File: src/rtl/regfile_dump_if.sv
// regfile_dump_if - control, register-file read port and output stream of the
// register dump reader, bundled so the reader and its consumer share one port.
//
// Optional feature macro: REGDUMP_CHECKSUM_EN (adds the checksum signal).
//
// Signals:
//   start      request to begin a dump (one-cycle pulse)
//   busy       dump in progress
//   done       one-cycle pulse after the final word handshakes
//   rf_raddr   register file read address
//   rf_rdata   register file read data (combinational from rf_raddr)
//   out_valid  stream head valid
//   out_ready  consumer accepts the head
//   out_addr   register address of the head word
//   out_data   register value of the head word
//   out_last   head is the final word of the dump
//   checksum   running XOR of dumped data (REGDUMP_CHECKSUM_EN only)
//
// Modports: master = the dump reader, slave = the consumer / register file side.
interface regfile_dump_if #(
  parameter int DATA_W = 32,
  parameter int ADDR_W = 5
);
  logic              start;
  logic              busy;
  logic              done;
  logic [ADDR_W-1:0] rf_raddr;
  logic [DATA_W-1:0] rf_rdata;
  logic              out_valid;
  logic              out_ready;
  logic [ADDR_W-1:0] out_addr;
  logic [DATA_W-1:0] out_data;
  logic              out_last;
`ifdef REGDUMP_CHECKSUM_EN
  logic [DATA_W-1:0] checksum;
`endif

  modport master (
    input  start, rf_rdata, out_ready,
    output busy, done, rf_raddr, out_valid, out_addr, out_data, out_last
`ifdef REGDUMP_CHECKSUM_EN
    , output checksum
`endif
  );

  modport slave (
    output start, rf_rdata, out_ready,
    input  busy, done, rf_raddr, out_valid, out_addr, out_data, out_last
`ifdef REGDUMP_CHECKSUM_EN
    , input checksum
`endif
  );
endinterface

File: src/rtl/regfile_dump_reader.sv
// regfile_dump_reader - on a start pulse, walks the register file read port from
// FIRST_ADDR to LAST_ADDR and streams (addr, data) pairs out through a 2-entry
// FIFO over a valid/ready handshake. Intended for register dumps in sim/debug.
//
// Optional feature macro: REGDUMP_CHECKSUM_EN
//   When defined, a running XOR of the dumped data is kept on bus.checksum and an
//   extra trailing word (addr 0, data = final XOR) is emitted as the last word.
//
// Ports:
//   clk    clock, rising edge
//   rst_n  asynchronous active-low reset
//   bus    regfile_dump_if.master: start/busy/done, rf_raddr/rf_rdata,
//          out_valid/out_ready/out_addr/out_data/out_last (+ checksum)
//
// Parameters: DATA_W, ADDR_W, FIRST_ADDR, LAST_ADDR
//   (FIRST_ADDR <= LAST_ADDR < 2**ADDR_W is required).
module regfile_dump_reader #(
  parameter int DATA_W     = 32,
  parameter int ADDR_W     = 5,
  parameter int FIRST_ADDR = 0,
  parameter int LAST_ADDR  = 31
) (
  input logic             clk,
  input logic             rst_n,
  regfile_dump_if.master  bus
);

  localparam logic [1:0] S_IDLE  = 2'd0;
  localparam logic [1:0] S_READ  = 2'd1;
  localparam logic [1:0] S_DRAIN = 2'd2;

  localparam logic [ADDR_W-1:0] FIRST_A = ADDR_W'(FIRST_ADDR);
  localparam logic [ADDR_W-1:0] LAST_A  = ADDR_W'(LAST_ADDR);

  logic [1:0]        state;
  logic [ADDR_W-1:0] raddr;
  logic              done_q;

  // FIFO storage: e0 is always the head, e1 the second entry.
  logic [1:0]        count;
  logic [ADDR_W-1:0] e0_addr, e1_addr;
  logic [DATA_W-1:0] e0_data, e1_data;
  logic              e0_last, e1_last;

  logic              pop;
  logic              push;
  logic              at_last;
  logic [ADDR_W-1:0] push_addr;
  logic [DATA_W-1:0] push_data;
  logic              push_last;

`ifdef REGDUMP_CHECKSUM_EN
  logic [DATA_W-1:0] csum;
  // Set after the LAST_ADDR push: the next push is the checksum trailer word.
  logic              csum_pend;
`endif

  // A full FIFO still accepts a push when its head leaves in the same cycle.
  always_comb begin
    pop       = (count != 2'd0) && bus.out_ready;
    at_last   = (raddr == LAST_A);
    push      = (state == S_READ) && ((count != 2'd2) || pop);
    push_addr = raddr;
    push_data = bus.rf_rdata;
`ifdef REGDUMP_CHECKSUM_EN
    push_last = csum_pend;
    if (csum_pend) begin
      push_addr = '0;
      push_data = csum;
    end
`else
    push_last = at_last;
`endif
  end

  // The address never wraps: it holds at LAST_ADDR, which also keeps the
  // comparison safe when LAST_ADDR is the top of the address space.
  always_ff @(posedge clk or negedge rst_n) begin
    if (!rst_n) begin
      state     <= S_IDLE;
      raddr     <= FIRST_A;
      done_q    <= 1'b0;
`ifdef REGDUMP_CHECKSUM_EN
      csum      <= '0;
      csum_pend <= 1'b0;
`endif
    end else begin
      done_q <= 1'b0;
      case (state)
        S_IDLE: begin
          if (bus.start) begin
            state     <= S_READ;
            raddr     <= FIRST_A;
`ifdef REGDUMP_CHECKSUM_EN
            csum      <= '0;
            csum_pend <= 1'b0;
`endif
          end
        end
        S_READ: begin
          if (push) begin
`ifdef REGDUMP_CHECKSUM_EN
            if (csum_pend) begin
              state     <= S_DRAIN;
              csum_pend <= 1'b0;
            end else begin
              csum <= csum ^ bus.rf_rdata;
              if (at_last) csum_pend <= 1'b1;
              else         raddr     <= raddr + ADDR_W'(1);
            end
`else
            if (at_last) state <= S_DRAIN;
            else         raddr <= raddr + ADDR_W'(1);
`endif
          end
        end
        S_DRAIN: begin
          if (pop && e0_last) begin
            state  <= S_IDLE;
            done_q <= 1'b1;
          end
        end
        default: state <= S_IDLE;
      endcase
    end
  end

  // FIFO update. With push and pop together the occupancy is unchanged and the
  // new word lands behind whatever remains after the head leaves.
  always_ff @(posedge clk or negedge rst_n) begin
    if (!rst_n) begin
      count   <= 2'd0;
      e0_addr <= '0;
      e0_data <= '0;
      e0_last <= 1'b0;
      e1_addr <= '0;
      e1_data <= '0;
      e1_last <= 1'b0;
    end else begin
      case ({push, pop})
        2'b10: begin
          if (count == 2'd0) begin
            e0_addr <= push_addr;
            e0_data <= push_data;
            e0_last <= push_last;
          end else begin
            e1_addr <= push_addr;
            e1_data <= push_data;
            e1_last <= push_last;
          end
          count <= count + 2'd1;
        end
        2'b01: begin
          if (count == 2'd2) begin
            e0_addr <= e1_addr;
            e0_data <= e1_data;
            e0_last <= e1_last;
          end
          count <= count - 2'd1;
        end
        2'b11: begin
          if (count == 2'd1) begin
            e0_addr <= push_addr;
            e0_data <= push_data;
            e0_last <= push_last;
          end else begin
            e0_addr <= e1_addr;
            e0_data <= e1_data;
            e0_last <= e1_last;
            e1_addr <= push_addr;
            e1_data <= push_data;
            e1_last <= push_last;
          end
        end
        default: ;
      endcase
    end
  end

  assign bus.busy      = (state != S_IDLE);
  assign bus.done      = done_q;
  assign bus.rf_raddr  = raddr;
  assign bus.out_valid = (count != 2'd0);
  assign bus.out_addr  = e0_addr;
  assign bus.out_data  = e0_data;
  assign bus.out_last  = e0_last;
`ifdef REGDUMP_CHECKSUM_EN
  assign bus.checksum  = csum;
`endif

endmodule

File: src/flat_wrapper.sv
// flat-port wrapper written by rule: the top's interface ports become plain ports
module regfile_dump_reader_flat 
#(
  parameter int DATA_W     = 32,
  parameter int ADDR_W     = 5,
  parameter int FIRST_ADDR = 0,
  parameter int LAST_ADDR  = 31
)
  (clk, rst_n, bus_start, bus_rf_rdata, bus_out_ready, bus_busy, bus_done, bus_rf_raddr, bus_out_valid, bus_out_addr, bus_out_data, bus_out_last);
  regfile_dump_if #(.DATA_W(DATA_W), .ADDR_W(ADDR_W)) bus_i ();
  input logic clk;
  input logic rst_n;
  input wire logic [$bits(bus_i.start)-1:0] bus_start;
  input wire logic [$bits(bus_i.rf_rdata)-1:0] bus_rf_rdata;
  input wire logic [$bits(bus_i.out_ready)-1:0] bus_out_ready;
  output wire logic [$bits(bus_i.busy)-1:0] bus_busy;
  output wire logic [$bits(bus_i.done)-1:0] bus_done;
  output wire logic [$bits(bus_i.rf_raddr)-1:0] bus_rf_raddr;
  output wire logic [$bits(bus_i.out_valid)-1:0] bus_out_valid;
  output wire logic [$bits(bus_i.out_addr)-1:0] bus_out_addr;
  output wire logic [$bits(bus_i.out_data)-1:0] bus_out_data;
  output wire logic [$bits(bus_i.out_last)-1:0] bus_out_last;
  assign bus_i.start = bus_start;
  assign bus_i.rf_rdata = bus_rf_rdata;
  assign bus_i.out_ready = bus_out_ready;
  assign bus_busy = bus_i.busy;
  assign bus_done = bus_i.done;
  assign bus_rf_raddr = bus_i.rf_raddr;
  assign bus_out_valid = bus_i.out_valid;
  assign bus_out_addr = bus_i.out_addr;
  assign bus_out_data = bus_i.out_data;
  assign bus_out_last = bus_i.out_last;
  regfile_dump_reader #(.DATA_W(DATA_W), .ADDR_W(ADDR_W), .FIRST_ADDR(FIRST_ADDR), .LAST_ADDR(LAST_ADDR)) u_core (.clk(clk), .rst_n(rst_n), .bus(bus_i));
endmodule
File: config.mk
export PLATFORM = sky130hd
export DESIGN_NAME = regfile_dump_reader_flat
export DESIGN_NICKNAME = d
export VERILOG_FILES = /design/src/rtl/regfile_dump_if.sv /design/src/rtl/regfile_dump_reader.sv /design/src/flat_wrapper.sv
export SDC_FILE = /design/constraint.sdc
export NUM_CORES = 1
export LEC_CHECK = 0
export ABC_AREA = 1
export CAP_MARGIN = 10
export CELL_PAD_IN_SITES_DETAIL_PLACEMENT = 0
export CELL_PAD_IN_SITES_GLOBAL_PLACEMENT = 1
export CORE_MARGIN = 3
export CORE_UTILIZATION = 36
export CTS_CLUSTER_DIAMETER = 150
export DETAILED_ROUTE_END_ITERATION = 8
export PLACE_DENSITY_LB_ADDON = 0.12
export SLEW_MARGIN = 0
export SYNTH_ARGS = -nofsm -noshare
export SYNTH_HDL_FRONTEND = slang
export SYNTH_SLANG_ARGS = --single-unit
export TNS_END_PERCENT = 100
File: constraint.sdc
create_clock -name clk -period 4.2 [get_ports clk]
set_input_delay 0.42 -clock clk [delete_from_list [all_inputs] [get_ports clk]]
set_output_delay 0.42 -clock clk [all_outputs]
set_load 0.1 [all_outputs]
==> results.rst, run 1 <==
.. list-table::
   :header-rows: 1

   * - Metric
     - Value
   * - Final routed wire length divided by cell count
     - roughly 14 um
   * - Worst slew margin
     - between 20% and 30%
   * - Critical path startpoint category
     - flip-flop
   * - Startpoint of the most critical register-to-register path
     - u_core.count[0]
   * - Post-synth top flop
     - dfrtp_1
   * - Slowest cell on the critical path
     - o21ai_4
   * - Buffer and inverter count on the worst path
     - 3
   * - Cts hold-fix bufs
     - 0
   * - Clock-pin slew on the worst setup and hold paths
     - around 0.060 ns
   * - Post-synth EDFFs
     - 0
   * - Most common cell type on the critical path
     - inv_1
   * - Arrival time at the worst endpoint
     - just over 3 ns
   * - Die width
     - around 110 um
   * - Resized Gates After CTS
     - 0
   * - Area share of the leading cell type in the synthesized netlist
     - approximately half
   * - Number of endpoints failing setup at the final stage
     - 0
   * - Final Wtd Congestion
     - about 0.73
   * - Worst-case clock skew
     - 0.00723 ns
   * - Clock tree from TritonCTS
     - done
   * - Path category of the worst min-delay check
     - in -> async
   * - Outcome
     - finished clean
   * - Die span in y
     - between 100 and 150 um
   * - Number of gates on the worst path with buffers counted
     - 8
   * - Crit-path max FO
     - 39
   * - Antenna violations before repair
     - 0
   * - Vias per cell
     - 4.71
   * - Top cells by instance count after synthesis
     - nand2_1 (248), dfrtp_1 (86), inv_1 (50)
   * - FFs w/ async S/R, synth
     - 100%
   * - Total Routing Usage GR
     - 17.4%
   * - Critical path capture point
     - u_core.bus.out_data[21]
   * - Shortest period the worst path allows
     - approximately 2.9 ns
   * - Total nets after synthesis
     - between 500 and 600
   * - Wire length on met1
     - 5170 um
   * - Internal reg-to-reg setup slack
     - 1.32 ns
   * - Number of placed I/O pins
     - between 80 and 90
   * - Number of instances in the synthesized netlist
     - between 500 and 600
   * - Starting Density
     - between 30% and 40%
   * - Count leader, synth
     - nand2_1
   * - Largest area contributor in the netlist
     - dfrtp_1
   * - Storage cell area
     - 0.00215 mm2
   * - Total vias in the final route
     - around 3.5k
   * - Clock sink count
     - 86
   * - Capture instance of the worst register-to-register path
     - u_core.bus.out_data[21]
   * - Count of unresolved DRC violations after routing
     - 0
   * - Row cnt
     - 39
   * - Total length of routed met3 wires
     - roughly 540 um
   * - Setup repair after global routing missed its margin
     - false
   * - Cell count of the worst reg-to-reg path
     - 8
   * - Data required time at the worst endpoint
     - around 4.4 ns
   * - Total negative setup slack
     - 0 ns
   * - Global route overflow
     - 0
   * - Count of inserted antenna diode cells
     - 0
   * - Global-route wire length before repair
     - around 18000 um
   * - Leading post-synthesis cells by cell area
     - dfrtp_1 (51%), nand2_1 (22%), nand3b_1 (6.7%), nand3_1 (5.4%), inv_1 (4.4%)
   * - Remaining antenna violation count
     - 0
   * - P&R area growth vs syn
     - 27.0%
   * - Cell class contributing the biggest share of worst-path delay
     - buffers and inverters
   * - Detailed Place HPWL
     - roughly 6600 um
   * - Die area
     - between 0.01 and 0.015 mm2
   * - Largest net degree at the start of global routing
     - 48
   * - Crit path capture type
     - flip-flop
   * - Slew @ Worst Pin
     - roughly 1.1 ns
   * - PortBufs
     - 81
   * - Yosys warning total
     - 0
   * - Number of nets in the layout
     - ~650
   * - Number of global-route vias before repair
     - about 3.5k
   * - Wirelength, routed
     - 10900 um
   * - First-pass detailed-route iteration total
     - 5
   * - Detailed Route Iter0 Violations
     - ~250
   * - Final Cycle Share
     - approximately two thirds
   * - Root buffer cell
     - clkbuf_16
   * - Worst-path cell chain
     - inv_1 -> ha_1 -> nor2_4 -> o21ai_4 -> inv_1 -> buf_4 -> nand3_1 -> nand2_1
   * - Final slew viol count
     - 0
   * - Max-cap check violation count
     - 0
   * - Crit-path max cell delay
     - about 0.9 ns
   * - Clock insertion delay at the later pin of the skew report
     - ~0.34 ns
   * - Fill count
     - 1174
   * - Number of hold violations in the final report
     - 0
   * - Post-synthesis area per instance
     - around 8 um2
   * - Critical Path Source
     - u_core.count[0]
   * - Multi-input combinational cell area
     - between 0.0015 and 0.002 mm2
   * - Post-Synthesis Cell Area
     - about 0.0043 mm2
   * - Sequential share of the synthesized area
     - between 50% and 60%
   * - Highest layer used for signal routing
     - met4
   * - Layout cell share with drive strength beyond 1
     - 6.87%
   * - Maximum clock rate
     - approximately 350 MHz
   * - Met2 wire len
     - approximately 5000 um
   * - Number of clock buffers inserted by TritonCTS
     - 9
   * - H-tree depth
     - 3
   * - Count of unique library cells instantiated by Yosys
     - 24
   * - Worst Setup Path Type
     - reg -> reg
   * - #FFs+latches synth
     - 86
   * - Number of setup buffers added after CTS
     - 0
   * - Placeable core area
     - 0.0115 mm2
   * - Largest buffer count on any clock path
     - 2
-- cells in the final DEF (no fill, tap or decap), types with 2 or more instances in the layout --
cell	n
nand2_2	10
clkinv_2	3
nand3b_1	38
dfrtp_1	86
nand3_1	46
ha_1	5
nor3_1	2
a21oi_1	2
inv_1	50
nor2_1	3
clkbuf_16	9
nor2_4	3
clkdlybuf4s50_1	80
nand2_1	248
o21ai_2	2
o21ai_0	6
inv_2	2
buf_4	7
-- logic make-up after synthesis --
kind of cell	share of synthesized area, %
AO/OA/AOI/OAI	1.56
XOR/XNOR	0.411
flip-flops	50.5
AND/OR/NAND/NOR	36.9
buffers and inverters	9.16
adder cells (fa/ha/maj)	1.47
-- per-stage QoR --
stage               hold slack, ns  std cells  util, %  area, um2  setup WS (ns)
floorplan                    0.124        537        -       4260           2.04
global placement             0.445        738     44.4       5110           1.05
detailed placement           0.450        738     44.4       5110           1.02
CTS                          0.122        754     47.0       5410           1.24
global route                 0.143        754     47.0       5410           1.04
finish                       0.106        754     47.0       5410           1.32
-- worst min path at each step --
stage                            start                       to  slack (ns)  depth (start not counted)
floorplan                        rst_n          u_core.bus.done        0.12                          0
global placement    u_core.e1_data[16]       u_core.e1_data[16]        0.44                          2
detailed placement   u_core.e1_addr[0]        u_core.e1_addr[0]        0.45                          2
CTS                              rst_n  u_core.bus.out_data[23]        0.12                          1
global route                     rst_n  u_core.bus.out_data[23]        0.14                          1
finish                           rst_n  u_core.bus.out_data[28]        0.11                          1
-- routing by layer --
layer	vias to the layer above	GRT usage, %
li1	1787	-
met1	1676	23.1
met2	84	28.0
met3	2	5.05
met4	0	4.69
met5	-	0
-- state kept, by name, summed over array words and instances, names as in the netlist --
register	flops
u_core.bus.done	1
u_core.bus.out_addr	5
u_core.bus.out_data	32
u_core.bus.out_last	1
u_core.bus.rf_raddr	5
u_core.count	2
u_core.e1_addr	5
u_core.e1_data	32
u_core.e1_last	1
u_core.state	2
-- final cells by class --
class	instances	area share, %
clock buffer	10	4.42
clock inverter	6	1.13
inverter	52	3.61
multi-input combinational	370	32.0
sequential	86	39.8
tap	143	3.31
timing repair buffer	87	15.8
Power of run 1 is left out: the tool's default activity adds up to more than one toggle a clock period on the data nets, which glitch-free logic cannot reach.
==> run 2, diff against run 1 <==
==> constraint.sdc (replaced) <==
create_clock -name clk -period 2.8 [get_ports clk]
set_input_delay 0.28 -clock clk [delete_from_list [all_inputs] [get_ports clk]]
set_output_delay 0.28 -clock clk [all_outputs]
set_load 0.1 [all_outputs]
==> run 2 against run 1 <==
Against the previous run:
- setup slack got worse by 0.50 ns
- critical endpoint is now u_core.bus.out_data[11]
- final cell count rose by 0.53%
- global-route usage fell by 0.31 points
- first-iteration DRC count fell by 2.0%
- critical path type unchanged
- maximum frequency rose by 45%
- final area fell by 0.23%
- highest routed layer unchanged
- clock skew fell by 0.00085 ns
==> results.rst, run 2 (synthesis results as in run 1) <==
.. list-table::
   :header-rows: 1

   * - Metric
     - Value
   * - Root buffer cell
     - clkbuf_16
   * - Remaining antenna violation count
     - 0
   * - Number of setup buffers added after CTS
     - 0
   * - Highest layer used for signal routing
     - met4
   * - Slew @ Worst Pin
     - just under 0.8 ns
   * - Number of global-route vias before repair
     - about 3.5k
   * - Layout cell share with drive strength beyond 1
     - ~15%
   * - Cts hold-fix bufs
     - 0
   * - Placeable core area
     - 0.0115 mm2
   * - Data required time at the worst endpoint
     - between 3 and 4 ns
   * - Antenna violations before repair
     - 0
   * - Count of inserted antenna diode cells
     - 0
   * - Number of clock buffers inserted by TritonCTS
     - 9
   * - Final routed wire length divided by cell count
     - between 10 and 15 um
   * - First-pass detailed-route iteration total
     - 5
   * - Critical path startpoint category
     - flip-flop
   * - Final Wtd Congestion
     - between 0.7 and 0.8
   * - Clock tree from TritonCTS
     - done
   * - Total Routing Usage GR
     - between 15 and 20%
   * - Number of hold violations in the final report
     - 0
   * - Wire length on met1
     - a little under 5000 um
   * - Largest buffer count on any clock path
     - 2
   * - Die span in y
     - approximately 110 um
   * - Startpoint of the most critical register-to-register path
     - u_core.count[0]
   * - Leading cell type in the layout, fill and taps excluded
     - nand2_1
   * - Largest net degree at the start of global routing
     - between 50 and 60
   * - Row cnt
     - 39
   * - Setup repair after global routing missed its margin
     - false
   * - Starting Density
     - a little under two fifths
   * - Worst Setup Path Type
     - reg -> reg
   * - Number of endpoints failing setup at the final stage
     - 0
   * - Global-route wire length before repair
     - around 17000 um
   * - Total vias in the final route
     - 3513
   * - Resized Gates After CTS
     - 0
   * - Cell class contributing the biggest share of worst-path delay
     - buffers and inverters
   * - Clock insertion delay at the later pin of the skew report
     - between 0.3 and 0.4 ns
   * - Crit-path max FO
     - 28
   * - Number of placed I/O pins
     - 82
   * - Crit path capture type
     - flip-flop
   * - Clock-pin slew on the worst setup and hold paths
     - about 0.060 ns
   * - Detailed Place HPWL
     - between 6000 and 7000 um
   * - Total length of routed met3 wires
     - ~590 um
   * - Outcome
     - finished clean
   * - Met2 wire len
     - between 4000 and 5000 um
   * - Max-cap check violation count
     - 0
   * - Cell count of the worst reg-to-reg path
     - 8
   * - Die area
     - about 0.013 mm2
   * - Shortest period the worst path allows
     - between 1.5 and 2 ns
   * - Worst-path cell chain
     - inv_1 -> ha_1 -> nor2_4 -> o21ai_4 -> inv_1 -> buf_12 -> nand3_1 -> nand2_1
   * - Wirelength, routed
     - around 10000 um
   * - Most common cell type on the critical path
     - inv_1
   * - Number of nets in the layout
     - approximately 650
   * - Internal reg-to-reg setup slack
     - 0.82 ns
   * - PortBufs
     - between 80 and 90
   * - Slowest cell on the critical path
     - dfrtp_1
   * - Vias per cell
     - between 4 and 5
   * - Fill count
     - roughly 1.2k
   * - Worst slew margin
     - around 48%
   * - Count of unresolved DRC violations after routing
     - 0
   * - Global route overflow
     - 0
   * - Arrival time at the worst endpoint
     - roughly 2.3 ns
   * - Final slew viol count
     - 0
   * - Final Cycle Share
     - 70.8%
   * - Clock sink count
     - 86
   * - Path category of the worst min-delay check
     - in -> async
   * - Worst-case clock skew
     - about 0.0064 ns
   * - Die width
     - 115 um
   * - Most frequent cells in the layout
     - nand2_1 (248), dfrtp_1 (86), buf_4 (54)
   * - Buffer and inverter count on the worst path
     - 3
   * - Capture instance of the worst register-to-register path
     - u_core.bus.out_data[11]
   * - Crit-path max cell delay
     - approximately 0.4 ns
   * - Maximum clock rate
     - just over 500 MHz
   * - P&R area growth vs syn
     - 26.7%
   * - Post-layout util
     - around 47%
   * - Detailed Route Iter0 Violations
     - around 250
   * - Total negative setup slack
     - 0 ns
   * - H-tree depth
     - 3
-- run 2: cell count changes in the layout (fill, tap and decap cells not counted), sizes merged --
cell,before,now
clkinvlp,1,0
buf,7,57
bufinv,1,2
clkbuf,10,13
clkinv,4,1
clkdlybuf4s50,80,34
-- run 2: final cells by class --
| class | instances | area, um2 | area share, % |
|---|---|---|---|
| Sequential cell | 86 | 2150 | 39.9 |
| Multi-Input combinational cell | 370 | 1730 | 32.1 |
| Timing Repair Buffer | 91 | 806 | 14.9 |
| Clock buffer | 13 | 270 | 5.01 |
| Inverter | 52 | 195 | 3.62 |
| Tap cell | 143 | 179 | 3.31 |
| Clock inverter | 3 | 65.1 | 1.21 |
-- run 2: how the worst max path moves through the flow --
stage | startpoint | end | slack, ns | cells after the start
after floorplan | u_core.bus.rf_raddr[1] | u_core.bus.rf_raddr[0] | 0.64 | 8
after global placement | bus_out_ready | u_core.bus.out_data[31] | 0.72 | 8
after detailed placement | bus_out_ready | u_core.bus.out_data[11] | 0.68 | 8
after CTS | u_core.count[0] | u_core.bus.out_data[11] | 0.79 | 8
after global routing | u_core.state[0] | u_core.bus.out_data[8] | 0.60 | 8
final | u_core.count[0] | u_core.bus.out_data[11] | 0.82 | 8
-- run 2: worst register-to-register path, stage by stage (launching register included) --
cell and delay, ns:
dfrtp_1 0.39, inv_1 0.08, ha_1 0.25, nor2_4 0.37, o21ai_4 0.10, inv_1 0.30
buf_12 0.24, nand3_1 0.10, nand2_1 0.07
-- run 2: through the flow --
| stage | instances | setup WS [ns] | hold WS [ns] | area (um2) |
|---|---|---|---|---|
| floorplan | 537 | 0.639 | -0.0156 | 4260 |
| finish | 758 | 0.818 | 0.0286 | 5400 |
| CTS | 758 | 0.785 | 0.0525 | 5400 |
| detailed placement | 742 | 0.679 | 0.421 | 5060 |
| global route | 758 | 0.595 | 0.0890 | 5400 |
| global placement | 742 | 0.718 | 0.419 | 5060 |
-- run 2: metal layers --
metal | global-route usage [%] | vias up
met5 | 0 | -
met4 | 6.57 | 0
met3 | 3.74 | 12
met2 | 26.8 | 86
met1 | 23.2 | 1615
li1 | - | 1800
Power of run 2 is left out for the same reason.
